$ cat config.mk
export PLATFORM = sky130hd
export DESIGN_NAME = signal_selector
export DESIGN_NICKNAME = d
export VERILOG_FILES = /design/src/rtl/signal_selector.sv
export SDC_FILE = /design/constraint.sdc
export NUM_CORES = 1
export LEC_CHECK = 0
export ABC_AREA = 1
export CORE_MARGIN = 2
export CORE_UTILIZATION = 33
export DETAILED_ROUTE_END_ITERATION = 16
export RECOVER_POWER = 100
export REMOVE_ABC_BUFFERS = 1
export SLEW_MARGIN = 10
export SYNTH_ARGS = -nofsm -noshare
export SYNTH_HDL_FRONTEND = slang
export SYNTH_SLANG_ARGS = --single-unit
$ cat constraint.sdc
create_clock -name aclk -period 1.3 [get_ports aclk]
set_input_delay 0.13 -clock aclk [delete_from_list [all_inputs] [get_ports aclk]]
set_output_delay 0.13 -clock aclk [all_outputs]
set_load 0.005 [all_outputs]
$ cat src/rtl/signal_selector.sv
// rtl/signal_selector.sv - channel selector with blanked settle period on every switch
module signal_selector #(
   parameter int DATA_WIDTH    = 16,
   parameter int CHANNEL_COUNT = 4,
   parameter int SETTLE_CYCLES = 8,
   localparam int SW = $clog2(CHANNEL_COUNT)
) (
   input  logic                            aclk,
   input  logic                            areset,
   input  logic [SW-1:0]                   sel,
   input  logic                            hold_mode,
   input  logic [CHANNEL_COUNT*DATA_WIDTH-1:0] data_in,
   output logic [DATA_WIDTH-1:0]           data_out,
   output logic [SW-1:0]                   active_ch,
   output logic                            settling,
   output logic [7:0]                      switch_count
);

   typedef enum logic {
      S_RUN    = 1'b0,
      S_SETTLE = 1'b1
   } state_t;

   localparam int        NUM_CODES = 1 << SW;
   localparam logic [7:0] C_RELOAD = (SETTLE_CYCLES > 0) ? 8'(SETTLE_CYCLES - 1) : 8'd0;

   state_t                 r_state;
   logic [SW-1:0]          r_target;
   logic [7:0]             r_counter;
   logic [SW-1:0]          r_active_ch;
   logic [DATA_WIDTH-1:0]  r_data_out;
   logic                   r_settling;
   logic [7:0]             r_switch_count;

   logic [DATA_WIDTH-1:0]  w_ch [CHANNEL_COUNT];
   logic [NUM_CODES-1:0]   w_valid_mask;
   logic                   w_sel_valid;
   logic [DATA_WIDTH-1:0]  w_blank;

   // Unpack channels and mark which sel codes name a real channel
   for (genvar gi = 0; gi < CHANNEL_COUNT; gi++) begin : g_unpack
      assign w_ch[gi] = data_in[gi*DATA_WIDTH +: DATA_WIDTH];
   end
   for (genvar gv = 0; gv < NUM_CODES; gv++) begin : g_valid
      assign w_valid_mask[gv] = (gv < CHANNEL_COUNT);
   end

   assign w_sel_valid = w_valid_mask[sel];
   assign w_blank     = hold_mode ? r_data_out : '0;

   // Selector FSM: routes the active channel in RUN, blanks output while settling
   always_ff @(posedge aclk or posedge areset) begin
      if (areset) begin
         r_state        <= S_RUN;
         r_target       <= '0;
         r_counter      <= 8'd0;
         r_active_ch    <= '0;
         r_data_out     <= '0;
         r_settling     <= 1'b0;
         r_switch_count <= 8'd0;
      end else begin
         case (r_state)
            S_RUN: begin
               if (w_sel_valid && (sel != r_active_ch)) begin
                  if (SETTLE_CYCLES == 0) begin
                     r_active_ch    <= sel;
                     r_data_out     <= w_ch[sel];
                     r_switch_count <= r_switch_count + 8'd1;
                  end else begin
                     r_state    <= S_SETTLE;
                     r_target   <= sel;
                     r_counter  <= C_RELOAD;
                     r_settling <= 1'b1;
                     r_data_out <= w_blank;
                  end
               end else begin
                  r_data_out <= w_ch[r_active_ch];
               end
            end
            S_SETTLE: begin
               if (w_sel_valid && (sel != r_target)) begin
                  // A new request restarts the full settle window
                  r_target   <= sel;
                  r_counter  <= C_RELOAD;
                  r_data_out <= w_blank;
               end else if (r_counter == 8'd0) begin
                  r_state        <= S_RUN;
                  r_active_ch    <= r_target;
                  r_settling     <= 1'b0;
                  r_data_out     <= w_ch[r_target];
                  r_switch_count <= r_switch_count + 8'd1;
               end else begin
                  r_counter  <= r_counter - 8'd1;
                  r_data_out <= w_blank;
               end
            end
            default: begin
               r_state <= S_RUN;
            end
         endcase
      end
   end

   assign data_out     = r_data_out;
   assign active_ch    = r_active_ch;
   assign settling     = r_settling;
   assign switch_count = r_switch_count;

endmodule
### Word-level counts from Yosys, hierarchy flattened

Cells that the tools add are included.

| operators by class | value |
|---|---|
| add/subtract/negate cells | 2 |
| mux-type cells | 28 |
| bitwise gates (word level) | 4 |
| equal/unequal tests | 7 |
| order comparisons | 3 |
| reduce and logical (&&, ||, !) cells | 7 |

Operators with widths:

| kind | count |
|---|---|
| $mux 16 | 8 |
| $bmux 16 s2 | 2 |
| $pmux 16 s2 | 1 |
| $mux 8 | 3 |
| $pmux 8 s2 | 1 |
| $add 8x1->8 const B | 1 |
| $logic_not 8->1 | 1 |
| $sub 8x1->8 const B | 1 |
| $mux 1 | 7 |
| $ge 3x3->1 const B | 2 |
| $not 2->3 | 2 |
| $reduce_and 3->1 | 2 |
| $mux 2 | 2 |
| $ne 2x1->1 const B | 2 |
| $ne 2x2->1 | 2 |
| $ne 2x2->1 const B | 2 |
| $pmux 1 s2 | 2 |
| $pmux 2 s2 | 1 |
| $reduce_and 2->1 | 2 |
| $lt 2x3->1 const B | 1 |
| $ne 3x3->1 const B | 1 |
| $bmux 1 s2 | 1 |
| $logic_and 1x1->1 | 2 |
| $not 1->1 | 2 |

| storage, ports and cells | value |
|---|---|
| output and inout bits | 27 |
| logic and storage cells | 58 |
| flip-flop bits (word level) | 38 |
| input bits | 69 |

### Depth between registers and ports, before layout

Gate-level depths: netlist of the first run.

| depth | value |
|---|---|
| depth in word-level cells | 7 |
| depth in mapped cells | 10 |
| gate-level depth less buffers | 9 |

### Least setup slack after synthesis of the first run

OpenSTA, ideal clock, no wires.

| timing | value |
|---|---|
| path kind | register -> register |
| start | register r_counter[0] |
| end | register r_data_out[14], in the netlist data_out[14] |
| data required time | 1,183 ps |
| path buffers | 1 |
| arrival | 1,346 ps |
| cell stages (with the launch flop) | 11 |
| clock period less this slack | 1,462 ps |
| slack | -162 ps |
| setup time | 117 ps |
| cells stage by stage | dfrtp_1 > inv_1 > ha_1 > nand3_1 > nor2_2 > nand2_4 > inv_2 > buf_4 > nand2_1 > nand2_1 > nor2_1 |

| between the ends | value |
|---|---|
| cells in the longest elaborated chain, start to end | 4 |

RTL lines:

| what | RTL line | text |
|---|---|---|
| start: declaration | 29 | `logic [7:0] r_counter;` |
| start signal: assignment | 93 | `r_counter <= r_counter - 8'd1;` |
| $logic_not 8->1 | 86 | `end else if (r_counter == 8'd0) begin` |
| $mux 16 | 86 |  |
| $mux 16 | 81 | `if (w_sel_valid && (sel != r_target)) begin` |
| $pmux 16 s2 | 62 | `case (r_state)` |
| end signal: assignment | 67 | `r_data_out <= w_ch[sel];` |
| end signal: assignment | 85 | `r_data_out <= w_blank;` |
| end signal: assignment | 90 | `r_data_out <= w_ch[r_target];` |
| end: declaration | 31 | `logic [DATA_WIDTH-1:0] r_data_out;` |

No other way between the ends.
A chain may end at the register's enable or synchronous reset.

### Worst setup path in the final report of the first run

| timing | value |
|---|---|
| start | register r_target[1] |
| end | register r_data_out[2], in the netlist data_out[2] |

| between the ends | value |
|---|---|
| cells in the longest elaborated chain, start to end | 7 |
| elaborated cells on any way between the ends | 9 |
| those cells by class | eq/ne: 1; mux: 6; bitwise: 1; reduce/logical: 1 |

RTL lines:

| what | RTL line | text |
|---|---|---|
| start: declaration | 28 | `logic [SW-1:0] r_target;` |
| start signal: assignment | 71 | `r_target <= sel;` |
| start signal: assignment | 83 | `r_target <= sel;` |
| $not 2->3 (implied by the code) | 90 |  |
| $bmux 16 s2 | 90 |  |
| $mux 16 (implied by the code) (2 in a row) | 90 |  |
| $mux 16 | 86 |  |
| $mux 16 (*) | 81 |  |
| $pmux 16 s2 (*) | 62 |  |
| end signal: assignment | 85 |  |
| end signal: assignment | 90 |  |
| end signal: assignment | 94 | `r_data_out <= w_blank;` |

Every way passes the cells marked *; elsewhere a longest branch is shown, timed or not. The select of a mux whose other input is x is not followed.

==> reports/results.ini, run 1 <==
[sta]
setup_slack_ns=-0.195
drv_slew=0
worstMarginPinSlew_ns=0.989
timing.final.crit_share=1.15
finalHoldViolCount=0
relSlewSlack=0.340
fin_crit_ns=1.49
rsz0062_at_grt=true
skew_ns=0.00527
setup_viol=35
max_clock_freq_mhz=669
whs_ns=0.260
fin_tns_setup_ns=-4.27

[global_route]
grt_overflow=0
grtUsageTotal=0.218
grt_pass1_vias=3738
grt_antenna_before_repair=0
grt_pass1_wl_um=17500
grt_max_degree=39

[finish]
stdcell_count=754
antennaDiodeCount=0
drive_above_1_share=0.176
fill_cells=890
syn2layout_area_growth_pct=59.3
num-nets-final=716

[run]
maxCapViolCount=0

[critical_path]
cp.arrival_ns=1.68
critPathKind=register to register
critPathCaptureType=register
cp_max_fo=4
cp-start-kind=register
r2r_setup_slack_ns=-0.19
required_ns=1.48

[clock_tree]
htree_levels=2
cts.sinks=38
clockBufferDepth=2
cts.clk_slew.worst_paths_ns=0.08
clock_latency_ns=0.30
numCtsBuffers=5
cts_root_buf=clkbuf_8
cts_tree=yes

[die]
rows=34
die_h_um=99.8
die-area_um2=9960
core_area_um2=8810
dieWidth_um=99.8
ios=96
start_util=0.344

[placement]
dp_slack_ns=-0.427
port_buffers=95
place_inst=721
dp_hpwl_um=7180
gp_congestion=0.794

[drt]
wirelength_um=10500
drt_iter0_markers=217
drt_pass1_iterations=4
ant_nets=0
post_drt_wl_per_cell_um=13.9
route.detailed.drc=0
viasPerCell=4.94
routed-via-count=3727

[synth]
netlist_instances=506
synth_top_area_share=0.314
synth-async-reset-ratio=1.00
synth_cell_types=23
ys.flop_type=dfrtp_1
synth_edf_count=0
synth.area.top_cells=dfrtp_1 (31%), nand2_1 (26%), nand3_1 (9.3%)
ys_warn_count=0
synth_common_cells=nand2_1 (213), nand3_1 (56), nor2_1 (41)
yosysSeqAreaShare=0.314
synth_most_common_cell=nand2_1
yosysTopAreaCell=dfrtp_1
synth.avg_cell_area_um2=5.99
syn_area_um2=3030
ys_ff_latch=38

[hold_path]
hp-class=input pin to register

[pwr]
power_density_nw_per_um2=851
vdd_drop_max_mv=0.492
power_leakage_nw=2.51
total_power_mw=4.11

[run_status]
violations=negative setup slack
status=finished, violations left

[per-stage QoR]
stage               instance area, um^2  utilization
detailed placement                 4320        0.491
finish                             4820        0.548
global placement                   4320        0.491
global route                       4820        0.548
floorplan                          2870            -
CTS                                4740        0.539
[placed cells by master, fill, tap and decap left out, types with 5 or more instances in the layout]
| cell | instances |
|---|---|
| inv_2 | 5 |
| dlygate4sd2_1 | 16 |
| nand3_1 | 54 |
| nand4_1 | 9 |
| dfrtp_1 | 37 |
| xor2_1 | 6 |
| clkdlybuf4s25_1 | 8 |
| buf_6 | 6 |
| nand2_1 | 200 |
| buf_12 | 6 |
| clkdlybuf4s50_1 | 67 |
| o21ai_1 | 10 |
| clkbuf_8 | 6 |
| nor2_4 | 6 |
| nor2_1 | 37 |
| a21oi_1 | 11 |
| inv_1 | 33 |
| buf_4 | 48 |
| nand2_2 | 12 |
| o21ai_0 | 33 |
[routing by layer]
metal | part of all wire | GRT usage
met3 | 0.052 | 0.0355
met4 | 0.023 | 0.0854
met2 | 0.51 | 0.400
met1 | 0.41 | 0.252
met5 | 0 | 0
[kinds of logic after synthesis]
kind of cell               Yosys count  share of synthesized area
AOI/OAI and AO/OA                   55                     0.0909
xor gates and xnor gates            11                     0.0318
adders and majority gates            2                    0.00826
buffers and inverters               70                      0.103
DFF                                 38                      0.314
and+or+nand+nor                    330                      0.452
[critical path, cell delays in order, from the launching register on]
cell and delay (ns):
dfrtp_1 0.43, nand2_1 0.13, nand3_1 0.13, nor2_4 0.16, nand2_4 0.10, buf_4 0.15, buf_4 0.14, nand4_1 0.06
nand3_1 0.08
[area by class of cell]
cell class                 count  area, um^2  share of cell area
multi-input combinational    398        1930               0.400
sequential                    38         952               0.197
tap                          108         135              0.0280
inverter                      42         169              0.0350
clock inverter                 1        5.00             0.00104
timing repair buffer         160        1550               0.321
clock buffer                   7        86.3              0.0179
[power by group]
part / switching [mW] / total, mW / internal (mW)
sequential: 0.0631 / 1.32 / 1.26
clock: 0.430 / 0.858 / 0.428
combinational: 1.09 / 1.93 / 0.845
total: 1.58 / 4.11 / 2.53
[state kept, by name, summed over array words and instances (netlist names)]
| signal | cells |
|---|---|
| data_out | 16 |
| r_counter | 8 |
| switch_count | 8 |
| active_ch | 2 |
| r_target | 2 |
| r_state | 1 |
| settling | 1 |
[final timing paths]
path	depth (start not counted)	end	startpoint
max	8	data_out[2]	r_target[1]
min	3	r_target[0]	sel[0]
max reg2reg	8	data_out[2]	r_target[1]
min reg2reg	2	settling	settling
max in group asynchronous	3	active_ch[1]	areset
min in group asynchronous	3	switch_count[4]	areset
[repair_timing]
action                                  4_1_cts  5_1_grt
pin swaps                                     7       13
resized for setup                            54       49
gates cloned                                  2        1
endpoints found under the setup margin       61       47
buffers inserted                             23        2
hold buffers                                  0        0
(Power assumes the default switching activity.)
==> inputs of run 2 (changes only) <==
--- a/config.mk
+++ b/config.mk
@@ -6,7 +6,7 @@
 export NUM_CORES = 1
 export LEC_CHECK = 0
 export ABC_AREA = 1
-export CORE_MARGIN = 2
+export CORE_MARGIN = 3
 export CORE_UTILIZATION = 33
 export DETAILED_ROUTE_END_ITERATION = 16
 export RECOVER_POWER = 100
==> run 2 against run 1 <==
The run still ends with negative setup slack left. Clock-buffer cell count decreased by 2. Combinational power about the same. Setup slack got worse by 0.036 ns. Sequential cell count unchanged. Sequential power about the same. Core utilization increased by 0.75 points. Via count increased by 0.70%. First-iteration DRC count decreased by 13%. Highest routed layer unchanged.
==> reports/results.ini, run 2 (synthesis gave the netlist of run 1 again) <==
[run_status]
status=finished, violations left
violations=negative setup slack

[drt]
drt-met1-wl_um=4470
met2_length_um=5120
route.detailed.drc=0
met3_length_um=760
drt_iter0_markers=189
drt_pass1_iterations=4
top_layer_used=met4
post_drt_wl_per_cell_um=14.0
viasPerCell=4.96
ant_nets=0
wirelength_um=10600
routed-via-count=3753

[sta]
skew_ns=0.00551
max_clock_freq_mhz=653
setup_slack_ns=-0.231
timing.final.crit_share=1.18
rsz0062_at_grt=true
relSlewSlack=0.651
finalHoldViolCount=0
fin_crit_ns=1.53
drv_slew=0
worstMarginPinSlew_ns=0.524
setup_viol=38

[critical_path]
critPathCaptureType=register
cp.arrival_ns=1.72
required_ns=1.49
critPathKind=register to register
r2r_setup_slack_ns=-0.23
cp-start-kind=register
reg2reg_from=r_counter[0]
cp_max_fo=5
startpoint=r_counter[0]

[placement]
port_buffers=95
gp_congestion=0.834
place_inst=721
dp_hpwl_um=7370

[pwr]
power_density_nw_per_um2=867
switchingPower_mw=1.58
total_power_mw=4.24
clockPowerShare=0.238
power_leakage_nw=2.58
vdd_drop_max_mv=0.434
seqPwrFrac=0.310
switching_share=0.373
internal-power_mw=2.66
p_comb_frac=0.451

[die]
dieWidth_um=102
core_area_um2=8810
die-area_um2=10400
rows=34
start_util=0.344
die_h_um=102
ios=96

[finish]
stdcell_count=757
largest_register_ffs=16
antennaDiodeCount=0
final_common_cell=nand2_1
drive_above_1_share=0.179
num-nets-final=719
most-common-layout-cells=nand2_1 (207), clkdlybuf4s50_1 (65), nand3_1 (55)
fin_util=0.555
syn2layout_area_growth_pct=61.5

[clock_tree]
cts.clk_slew.worst_paths_ns=0.08
numCtsBuffers=5
cts_tree=yes
clock_latency_ns=0.30
holdBufCountCts=0
htree_levels=2
cts.sinks=38
cts_root_buf=clkbuf_8
clockBufferDepth=2

[global_route]
grt_pass1_vias=3664
grtUsageTotal=0.209
grt_overflow=0
grt_max_degree=29
grt_antenna_before_repair=0
grt_pass1_wl_um=17300

[hold_path]
hp-class=input pin to register
hold_start=sel[0]

[run]
maxCapViolCount=0

==> run 2: cell count changes in the layout (fill, tap and decap cells not counted), moves of 2 or more <==
| cell | delta |
|---|---|
| buf_8 | -2 |
| buf_12 | +2 |
| nand2_1 | +7 |
| dlygate4sd2_1 | +3 |
| clkdlybuf4s50_1 | -2 |
| clkbuf_2 | +2 |
| nor2_2 | +10 |
| clkdlybuf4s25_1 | -2 |
| buf_6 | -2 |
| buf_16 | +2 |
| nand2_2 | -7 |
| nor2_1 | -8 |
| nor2_4 | -2 |
==> run 2: worst paths after layout <==
kind                              endpoint  cells after the start
min reg2reg                       settling                      2
max reg2reg                switch_count[4]                     10
max                        switch_count[4]                     10
min                            r_target[0]                      3
max in group asynchronous  switch_count[5]                      3
min in group asynchronous     r_counter[2]                      3
==> run 2: layout make-up <==
class / count / area, um^2
repair buffers: 163 / 1610
well taps: 108 / 135
inverters: 42 / 160
flip-flops and latches: 38 / 952
multi-input cells: 398 / 1930
clock buffers: 5 / 68.8
clock inverters: 3 / 40.0
fillers: 830 / 3920
==> run 2: metal layers <==
layer,global-route usage,vias to the layer above
met3,0.0464,18
met4,0.0757,0
met1,0.260,1725
met2,0.357,128
li1,-,1882
met5,0,-
==> run 2: metrics by stage <==
stage               setup slack (ns)  setup TNS, ns  hold WS [ns]  area, um^2
floorplan                      -1.10         -37.94         0.293        2870
global placement              -0.333         -10.65         0.495        4340
detailed placement            -0.375         -11.82         0.490        4340
CTS                           -0.208          -6.14         0.172        4820
global route                  -0.302          -9.04         0.243        4890
finish                        -0.231          -6.32         0.215        4890
==> run 2: what timing repair did <==
action / 4_1_cts / 5_1_grt
setup endpoints to repair: 64 / 46
buffers inserted: 20 / 4
pin swaps: 12 / 13
endpoints found under the hold margin: 0 / 0
gates cloned: 4 / 0
resized for setup: 61 / 31
==> run 2: power groups by stage <==
stage	sequential, mW	combinational [mW]	clock [mW]
floorplan	1.45	0.781	0
global placement	1.33	1.67	0
detailed placement	1.33	1.70	0
CTS	1.31	1.84	1.02
global route	1.32	2.13	1.07
finish	1.32	1.91	1.01
==> run 2: critical path, cell delays in order (launching register included) <==
cell	delay (ns)
dfrtp_1	0.41
inv_2	0.09
ha_4	0.16
nand3_4	0.09
nor2_4	0.13
nand2_4	0.09
buf_12	0.14
nor2_2	0.15
nand2_1	0.08
nand2_1	0.06
nand2_1	0.04
==> inputs of run 3 (changes only) <==
--- a/config.mk
+++ b/config.mk
@@ -8,6 +8,7 @@
 export ABC_AREA = 1
 export CORE_MARGIN = 3
 export CORE_UTILIZATION = 33
+export CTS_CLUSTER_SIZE = 24
 export DETAILED_ROUTE_END_ITERATION = 16
 export RECOVER_POWER = 100
 export REMOVE_ABC_BUFFERS = 1
==> results of run 3 <==
The final DEF is identical to that of run 2; final timing and power are the same.
